## src/rtl/mips_pkg.sv

```systemverilog
// rtl/mips_pkg.sv - shared encodings for the MIPS pipeline hazard logic
package mips_pkg;

    localparam logic [1:0] MTR_ALU  = 2'b00;
    localparam logic [1:0] MTR_LO   = 2'b01;
    localparam logic [1:0] MTR_HI   = 2'b10;
    localparam logic [1:0] MTR_LOAD = 2'b11;

    // GPR forward selects (E stage)
    localparam logic [1:0] FWD_RF = 2'b00;
    localparam logic [1:0] FWD_M  = 2'b10;
    localparam logic [1:0] FWD_W  = 2'b01;

    // HI/LO forward selects use the opposite M/W coding
    localparam logic [1:0] HL_RF = 2'b00;
    localparam logic [1:0] HL_M  = 2'b01;
    localparam logic [1:0] HL_W  = 2'b10;

    typedef enum logic [1:0] {
        MD_IDLE = 2'b00,
        MD_BUSY = 2'b01,
        MD_DONE = 2'b10
    } md_state_t;

endpackage

```

## src/rtl/md_seq.sv

```systemverilog
// rtl/md_seq.sv - MUL/DIV occupancy sequencer holding the op in E
module md_seq
    import mips_pkg::*;
#(
    parameter int DIV_LAT = 32,
    parameter int MUL_LAT = 2,
    parameter int CNT_W   = 6
) (
    input  logic clk,
    input  logic rst_n,
    input  logic div_start,
    input  logic mul_start,
    input  logic abort,
    output logic md_stall,
    output logic md_busy
);

    localparam logic [CNT_W-1:0] DIV_INIT   = CNT_W'(DIV_LAT - 1);
    localparam logic [CNT_W-1:0] MUL_INIT   = CNT_W'(MUL_LAT - 1);
    localparam logic [CNT_W-1:0] CNT_LAST   = CNT_W'(1);
    localparam logic             MUL_STALLS = (MUL_LAT > 1) ? 1'b1 : 1'b0;

    md_state_t        state_q, state_d;
    logic [CNT_W-1:0] cnt_q, cnt_d;
    logic             start;

    assign start = div_start | (mul_start & MUL_STALLS);

    always_comb begin
        state_d = state_q;
        cnt_d   = cnt_q;
        if (abort) begin
            state_d = MD_IDLE;
            cnt_d   = '0;
        end else begin
            case (state_q)
                MD_IDLE: begin
                    if (div_start) begin
                        state_d = MD_BUSY;
                        cnt_d   = DIV_INIT;
                    end else if (mul_start && MUL_STALLS) begin
                        state_d = MD_BUSY;
                        cnt_d   = MUL_INIT;
                    end
                end
                MD_BUSY: begin
                    cnt_d = cnt_q - CNT_LAST;
                    if (cnt_q == CNT_LAST) begin
                        state_d = MD_DONE;
                    end
                end
                MD_DONE: state_d = MD_IDLE;
                default: begin
                    state_d = MD_IDLE;
                    cnt_d   = '0;
                end
            endcase
        end
    end

    always_ff @(posedge clk or negedge rst_n) begin
        if (!rst_n) begin
            state_q <= MD_IDLE;
            cnt_q   <= '0;
        end else begin
            state_q <= state_d;
            cnt_q   <= cnt_d;
        end
    end

    // DONE releases E on its closing edge, so it must not stall
    assign md_stall = ((state_q == MD_IDLE) & start) | (state_q == MD_BUSY);
    assign md_busy  = (state_q != MD_IDLE);

endmodule

```

## src/rtl/hazard_unit_mc.sv

```systemverilog
// rtl/hazard_unit_mc.sv - hazard, forwarding, MUL/DIV stall and exception flush control
module hazard_unit_mc
    import mips_pkg::*;
#(
    parameter int REG_AW  = 5,
    parameter int DIV_LAT = 32,
    parameter int MUL_LAT = 2,
    parameter int CNT_W   = 6
) (
    input  logic              clk,
    input  logic              rst,
    input  logic [REG_AW-1:0] RsD,
    input  logic [REG_AW-1:0] RtD,
    input  logic              BranchD,
    input  logic [REG_AW-1:0] RsE,
    input  logic [REG_AW-1:0] RtE,
    input  logic [REG_AW-1:0] WriteRegE,
    input  logic              RegWriteE,
    input  logic [1:0]        MemtoRegE,
    input  logic              MulStartE,
    input  logic              DivStartE,
    input  logic [REG_AW-1:0] WriteRegM,
    input  logic [REG_AW-1:0] WriteRegW,
    input  logic              RegWriteM,
    input  logic              RegWriteW,
    input  logic [1:0]        MemtoRegM,
    input  logic              HIWriteM,
    input  logic              LOWriteM,
    input  logic              HIWriteW,
    input  logic              LOWriteW,
    input  logic              ExceptM,
    output logic              StallF,
    output logic              StallD,
    output logic              StallE,
    output logic              FlushD,
    output logic              FlushE,
    output logic              FlushM,
    output logic              ForwardAD,
    output logic              ForwardBD,
    output logic [1:0]        ForwardAE,
    output logic [1:0]        ForwardBE,
    output logic [1:0]        ForwardHIE,
    output logic [1:0]        ForwardLOE,
    output logic              MdBusy
);

    localparam logic [REG_AW-1:0] R0 = '0;

    logic md_stall;
    logic lw_stall, br_stall, hz_stall;
    logic wr_e_hit, ld_m_hit;

    md_seq #(
        .DIV_LAT(DIV_LAT),
        .MUL_LAT(MUL_LAT),
        .CNT_W  (CNT_W)
    ) u_md_seq (
        .clk      (clk),
        .rst_n    (rst),
        .div_start(DivStartE),
        .mul_start(MulStartE),
        .abort    (ExceptM),
        .md_stall (md_stall),
        .md_busy  (MdBusy)
    );

    function automatic logic [1:0] gpr_sel(input logic [REG_AW-1:0] src,
                                           input logic [REG_AW-1:0] dst_m, input logic we_m,
                                           input logic [REG_AW-1:0] dst_w, input logic we_w);
        if (src != R0 && we_m && dst_m == src) return FWD_M;
        if (src != R0 && we_w && dst_w == src) return FWD_W;
        return FWD_RF;
    endfunction

    assign ForwardAE = gpr_sel(RsE, WriteRegM, RegWriteM, WriteRegW, RegWriteW);
    assign ForwardBE = gpr_sel(RtE, WriteRegM, RegWriteM, WriteRegW, RegWriteW);

    // D-stage compare path only has the M ALU result, never load or HI/LO data
    assign ForwardAD = (RsD != R0) && RegWriteM && (MemtoRegM == MTR_ALU) && (WriteRegM == RsD);
    assign ForwardBD = (RtD != R0) && RegWriteM && (MemtoRegM == MTR_ALU) && (WriteRegM == RtD);

    assign ForwardHIE = (MemtoRegE != MTR_HI) ? HL_RF : HIWriteM ? HL_M : HIWriteW ? HL_W : HL_RF;
    assign ForwardLOE = (MemtoRegE != MTR_LO) ? HL_RF : LOWriteM ? HL_M : LOWriteW ? HL_W : HL_RF;

    assign lw_stall = (MemtoRegE == MTR_LOAD) && (RtE != R0) && (RtE == RsD || RtE == RtD);
    assign wr_e_hit = RegWriteE && (WriteRegE != R0) && (WriteRegE == RsD || WriteRegE == RtD);
    assign ld_m_hit = (MemtoRegM == MTR_LOAD) && (WriteRegM != R0) && (WriteRegM == RsD || WriteRegM == RtD);
    assign br_stall = BranchD && (wr_e_hit || ld_m_hit);
    assign hz_stall = lw_stall | br_stall;

    always_comb begin
        StallF = 1'b0;
        StallD = 1'b0;
        StallE = 1'b0;
        FlushD = 1'b0;
        FlushE = 1'b0;
        FlushM = 1'b0;
        if (ExceptM) begin
            FlushD = 1'b1;
            FlushE = 1'b1;
            FlushM = 1'b1;
        end else begin
            StallF = hz_stall | md_stall;
            StallD = hz_stall | md_stall;
            StallE = md_stall;
            FlushE = hz_stall & ~md_stall;
            FlushM = md_stall;
        end
    end

endmodule

```

## config.mk

```make
export PLATFORM = sky130hd
export DESIGN_NAME = hazard_unit_mc
export DESIGN_NICKNAME = d
export VERILOG_FILES = /design/src/rtl/mips_pkg.sv /design/src/rtl/md_seq.sv /design/src/rtl/hazard_unit_mc.sv
export SDC_FILE = /design/constraint.sdc
export NUM_CORES = 1
export LEC_CHECK = 0
export CAP_MARGIN = 20
export CORE_UTILIZATION = 36
export DETAILED_ROUTE_END_ITERATION = 10
export HOLD_SLACK_MARGIN = 0.08
export PLACE_DENSITY = 0.77
export SLEW_MARGIN = 10
export SYNTH_ARGS = -nofsm -noshare
export SYNTH_HDL_FRONTEND = slang
export SYNTH_SLANG_ARGS = --single-unit
export TNS_END_PERCENT = 100
```

## constraint.sdc

```tcl
create_clock -name clk -period 1.88 [get_ports clk]
set_input_delay 0.376 -clock clk [delete_from_list [all_inputs] [get_ports clk]]
set_output_delay 0.376 -clock clk [all_outputs]
set_load 0.005 [all_outputs]
```

==> results.json <==
{
  "status": "finished, violations left",
  "violations": "negative setup slack",
  "cts.path.max_buffers": 2,
  "dieArea_sq_um": 3890,
  "drtPass1Iterations": 4,
  "start_util_pct": 38.4,
  "die_h_um": 62.4,
  "avgSynthCellArea_sq_um": 7.72,
  "ys_seq_area_share_pct": 15.3,
  "critical_path_class": "input pin to output pin",
  "period_minus_slack_ns": 2.03,
  "num_io_pins": 69,
  "drtAntennaViolNets": 0,
  "whs_ns": 0.394,
  "overflow": 0,
  "syn-num-nets": 224,
  "p_sw_w": 0.000369,
  "layout-drive-gt1-share_pct": 49.4,
  "grt_pass1_wl_um": 7850,
  "gp_congestion": 0.885,
  "core_area_sq_um": 3420,
  "maxCapViolations": 0,
  "area_delta_synth_final_pct": 91.0,
  "dp_slack_ns": -0.895,
  "slew_viol_final": 0,
  "yosys_warnings": 0,
  "num_antenna_cells": 0,
  "design_area_sq_um": 2510,
  "grt_pass1_vias": 1788,
  "dpl_cell_area_sq_um": 2240,
  "drtIter0Drc": 108,
  "power.internal_w": 0.000585,
  "setup_viol": 7,
  "crit_required_ns": 1.50,
  "portBuffers": 68,
  "rr_endpoint": "u_md_seq.cnt_q[4]",
  "power_w": 0.000954,
  "track_usage_pct": 25.2,
  "crit_arrival_ns": 1.65,
  "synth_cell_types": 42,
  "crit_path_end": "ForwardAE[0]",
  "p_leak_nw": 1.08,
  "vdd_drop_max_uv": 173,
  "cp-end-kind": "output pin",
  "fin_skew_ns": 0.00281,
  "crit_start": "WriteRegW[0]",
  "r2r_slack_ns": 0.40,
  "vias_per_cell": 5.49,
  "path_max_fanout": 2,
  "timing.final.ws_setup_ns": -0.150,
  "dp_hpwl_um": 3490,
  "p_clk_share_pct": 15.5,
  "r2r_start": "u_md_seq.cnt_q[1]",
  "nets": 325,
  "r2r_cells": 7,
  "root_buffer": "clkbuf_4",
  "p_seq_share_pct": 23.0,
  "p_comb_share_pct": 61.5,
  "wl_um": 5430,
  "power_switching_share_pct": 38.7,
  "clock_latency_ns": 0.27,
  "rsz0062_at_grt": "yes",
  "antenna_found_initial": 0,
  "cts-buffers-inserted": 3,
  "die_w_um": 62.4,
  "finalHoldViolCount": 0,
  "tightest_slew_ns": 0.386,
  "cts.clk_slew.worst_paths_ns": 0.06,
  "hp-class": "input pin to asynchronous set/reset pin",
  "pwr_density_cell_nw_per_um2": 380,
  "cts_hold_buffers": 0,
  "fp-row-count": 21,
  "netlist_area_sq_um": 1310,
  "fin_crit_sh_pct": 108,
  "htree_num_levels": 1,
  "numClockSinks": 8,
  "relSlewSlack_pct": 73.6,
  "wl_per_cell_um": 17.2,
  "worst_setup_path_start_kind": "input pin",
  "num_vias": 1728,
  "synth_seq_cells": 8,
  "max_clock_freq_mhz": 493,
  "cts_tree": "built",
  "synth_cells": 170,
  "drc": 0,
  "grt_max_degree": 10
}
==> power by group through the flow <==
stage	Sequential (W)	Combinational (W)	Clock, W
2_1_floorplan	0.000209	0.000247	0
3_3_place_gp	0.000215	0.000486	0
3_5_place_dp	0.000216	0.000496	0
4_1_cts	0.000215	0.000517	0.000147
5_1_grt	0.000222	0.000625	0.000152
6_report	0.000220	0.000587	0.000148
==> flip-flops by register name (all words and copies together) (netlist names) <==
signal,flops
u_md_seq.cnt_q,6
u_md_seq.state_q,2
==> cell type report <==
class                           count  area, sq um
Multi-Input combinational cell    143         1290
Fill cell                         235          908
Timing Repair Buffer              110          912
Inverter                            5         18.8
Clock buffer                        3         22.5
Tap cell                           46         57.6
Sequential cell                     8          201
==> worst max-delay path, stage by stage <==
cell and delay, ns:
clkdlybuf4s50_1 0.50, xnor2_2 0.25, nand4_1 0.16, nor4_1 0.20
buf_2 0.16
==> cells by family after synthesis <==
family | Yosys count | share of synthesized area (%)
AO/OA/AOI/OAI | 23 | 12.5
flip-flops | 8 | 15.3
XOR/XNOR | 51 | 34.0
buffers and inverters | 19 | 6.77
adder cells (fa/ha/maj) | 2 | 1.91
AND/OR/NAND/NOR | 67 | 29.6
==> worst min-delay path by stage <==
stage | start | end | cells past startpoint
2_1_floorplan | rst | u_md_seq.cnt_q[0] | 0
3_3_place_gp | u_md_seq.cnt_q[5] | u_md_seq.cnt_q[5] | 2
3_5_place_dp | u_md_seq.cnt_q[5] | u_md_seq.cnt_q[5] | 2
4_1_cts | rst | u_md_seq.cnt_q[5] | 1
5_1_grt | rst | u_md_seq.cnt_q[2] | 1
6_report | rst | u_md_seq.cnt_q[5] | 1
==> per-stage QoR <==
| step | cells | utilization [%] | TNS, ns |
|---|---|---|---|
| after floorplan | 170 | - | -0.101 |
| after global placement | 304 | 65.7 | -9.23 |
| after detailed placement | 304 | 65.7 | -9.70 |
| after CTS | 313 | 70.1 | -0.573 |
| after global routing | 315 | 73.4 | -1.04 |
| final | 315 | 73.4 | -0.626 |
==> synthesized netlist by cell type (all sizes together) <==
| master | instances | area share (%) |
|---|---|---|
| a31oi | 1 | 0.48 |
| nand2b | 1 | 0.48 |
| nand3 | 8 | 3.1 |
| buf | 6 | 3.0 |
| inv | 5 | 1.4 |
| nor4 | 4 | 2.9 |
| or2 | 1 | 0.48 |
| nand4 | 4 | 1.9 |
| and2 | 1 | 0.48 |
| nor2b | 1 | 0.48 |
| ha | 2 | 1.9 |
| o31ai | 3 | 1.7 |
| nand2 | 11 | 3.1 |
| a22o | 1 | 0.67 |
| a2111oi | 1 | 0.67 |
| a41oi | 2 | 1.3 |
| dfrtp | 8 | 15 |
| nor3 | 10 | 3.8 |
| o2111ai | 1 | 0.67 |
| a21oi | 1 | 0.38 |
| o21ai | 9 | 3.4 |
| nor4bb | 2 | 1.5 |
| or3 | 2 | 0.95 |
| clkbuf | 8 | 2.3 |
| o22ai | 1 | 0.48 |
| and3b | 2 | 1.3 |
| nor2 | 11 | 3.7 |
| xnor2 | 39 | 26 |
| a211oi | 1 | 1.5 |
| and3 | 1 | 0.48 |
| o21a | 1 | 0.57 |
| xor2 | 12 | 8.0 |
| a21o | 1 | 0.57 |
| or4 | 5 | 3.1 |
| nor3b | 3 | 1.7 |
==> per-layer routing <==
metal | track usage [%] | share of wire [%]
met5 | 0 | 0
met4 | 11.6 | 3.7
met1 | 28.1 | 40
met3 | 4.74 | 5.2
met2 | 45.9 | 52
==> placed cells by master (no fill, tap or decap), drive strengths merged, types with 2 or more instances in the layout <==
cell | netlist | routed
a41oi | 2 | 2
and3b | 2 | 2
buf | 6 | 79
clkbuf | 8 | 6
clkdlybuf4s15 | 0 | 2
clkdlybuf4s50 | 0 | 19
dfrtp | 8 | 8
dlygate4sd2 | 0 | 6
ha | 2 | 2
inv | 5 | 5
nand2 | 11 | 11
nand3 | 8 | 8
nand4 | 4 | 4
nor2 | 11 | 11
nor3 | 10 | 10
nor3b | 3 | 3
nor4 | 4 | 4
nor4bb | 2 | 2
o21ai | 9 | 9
o31ai | 3 | 3
or3 | 2 | 2
or4 | 5 | 5
xnor2 | 39 | 39
xor2 | 12 | 12
==> what timing repair did <==
item                                    4_1_cts  5_1_grt
endpoints found under the setup margin       17       14
buffers inserted                              8        2
pin swaps                                    29       25
resized for setup                           206       45
Power figures use the tool's default switching activity.
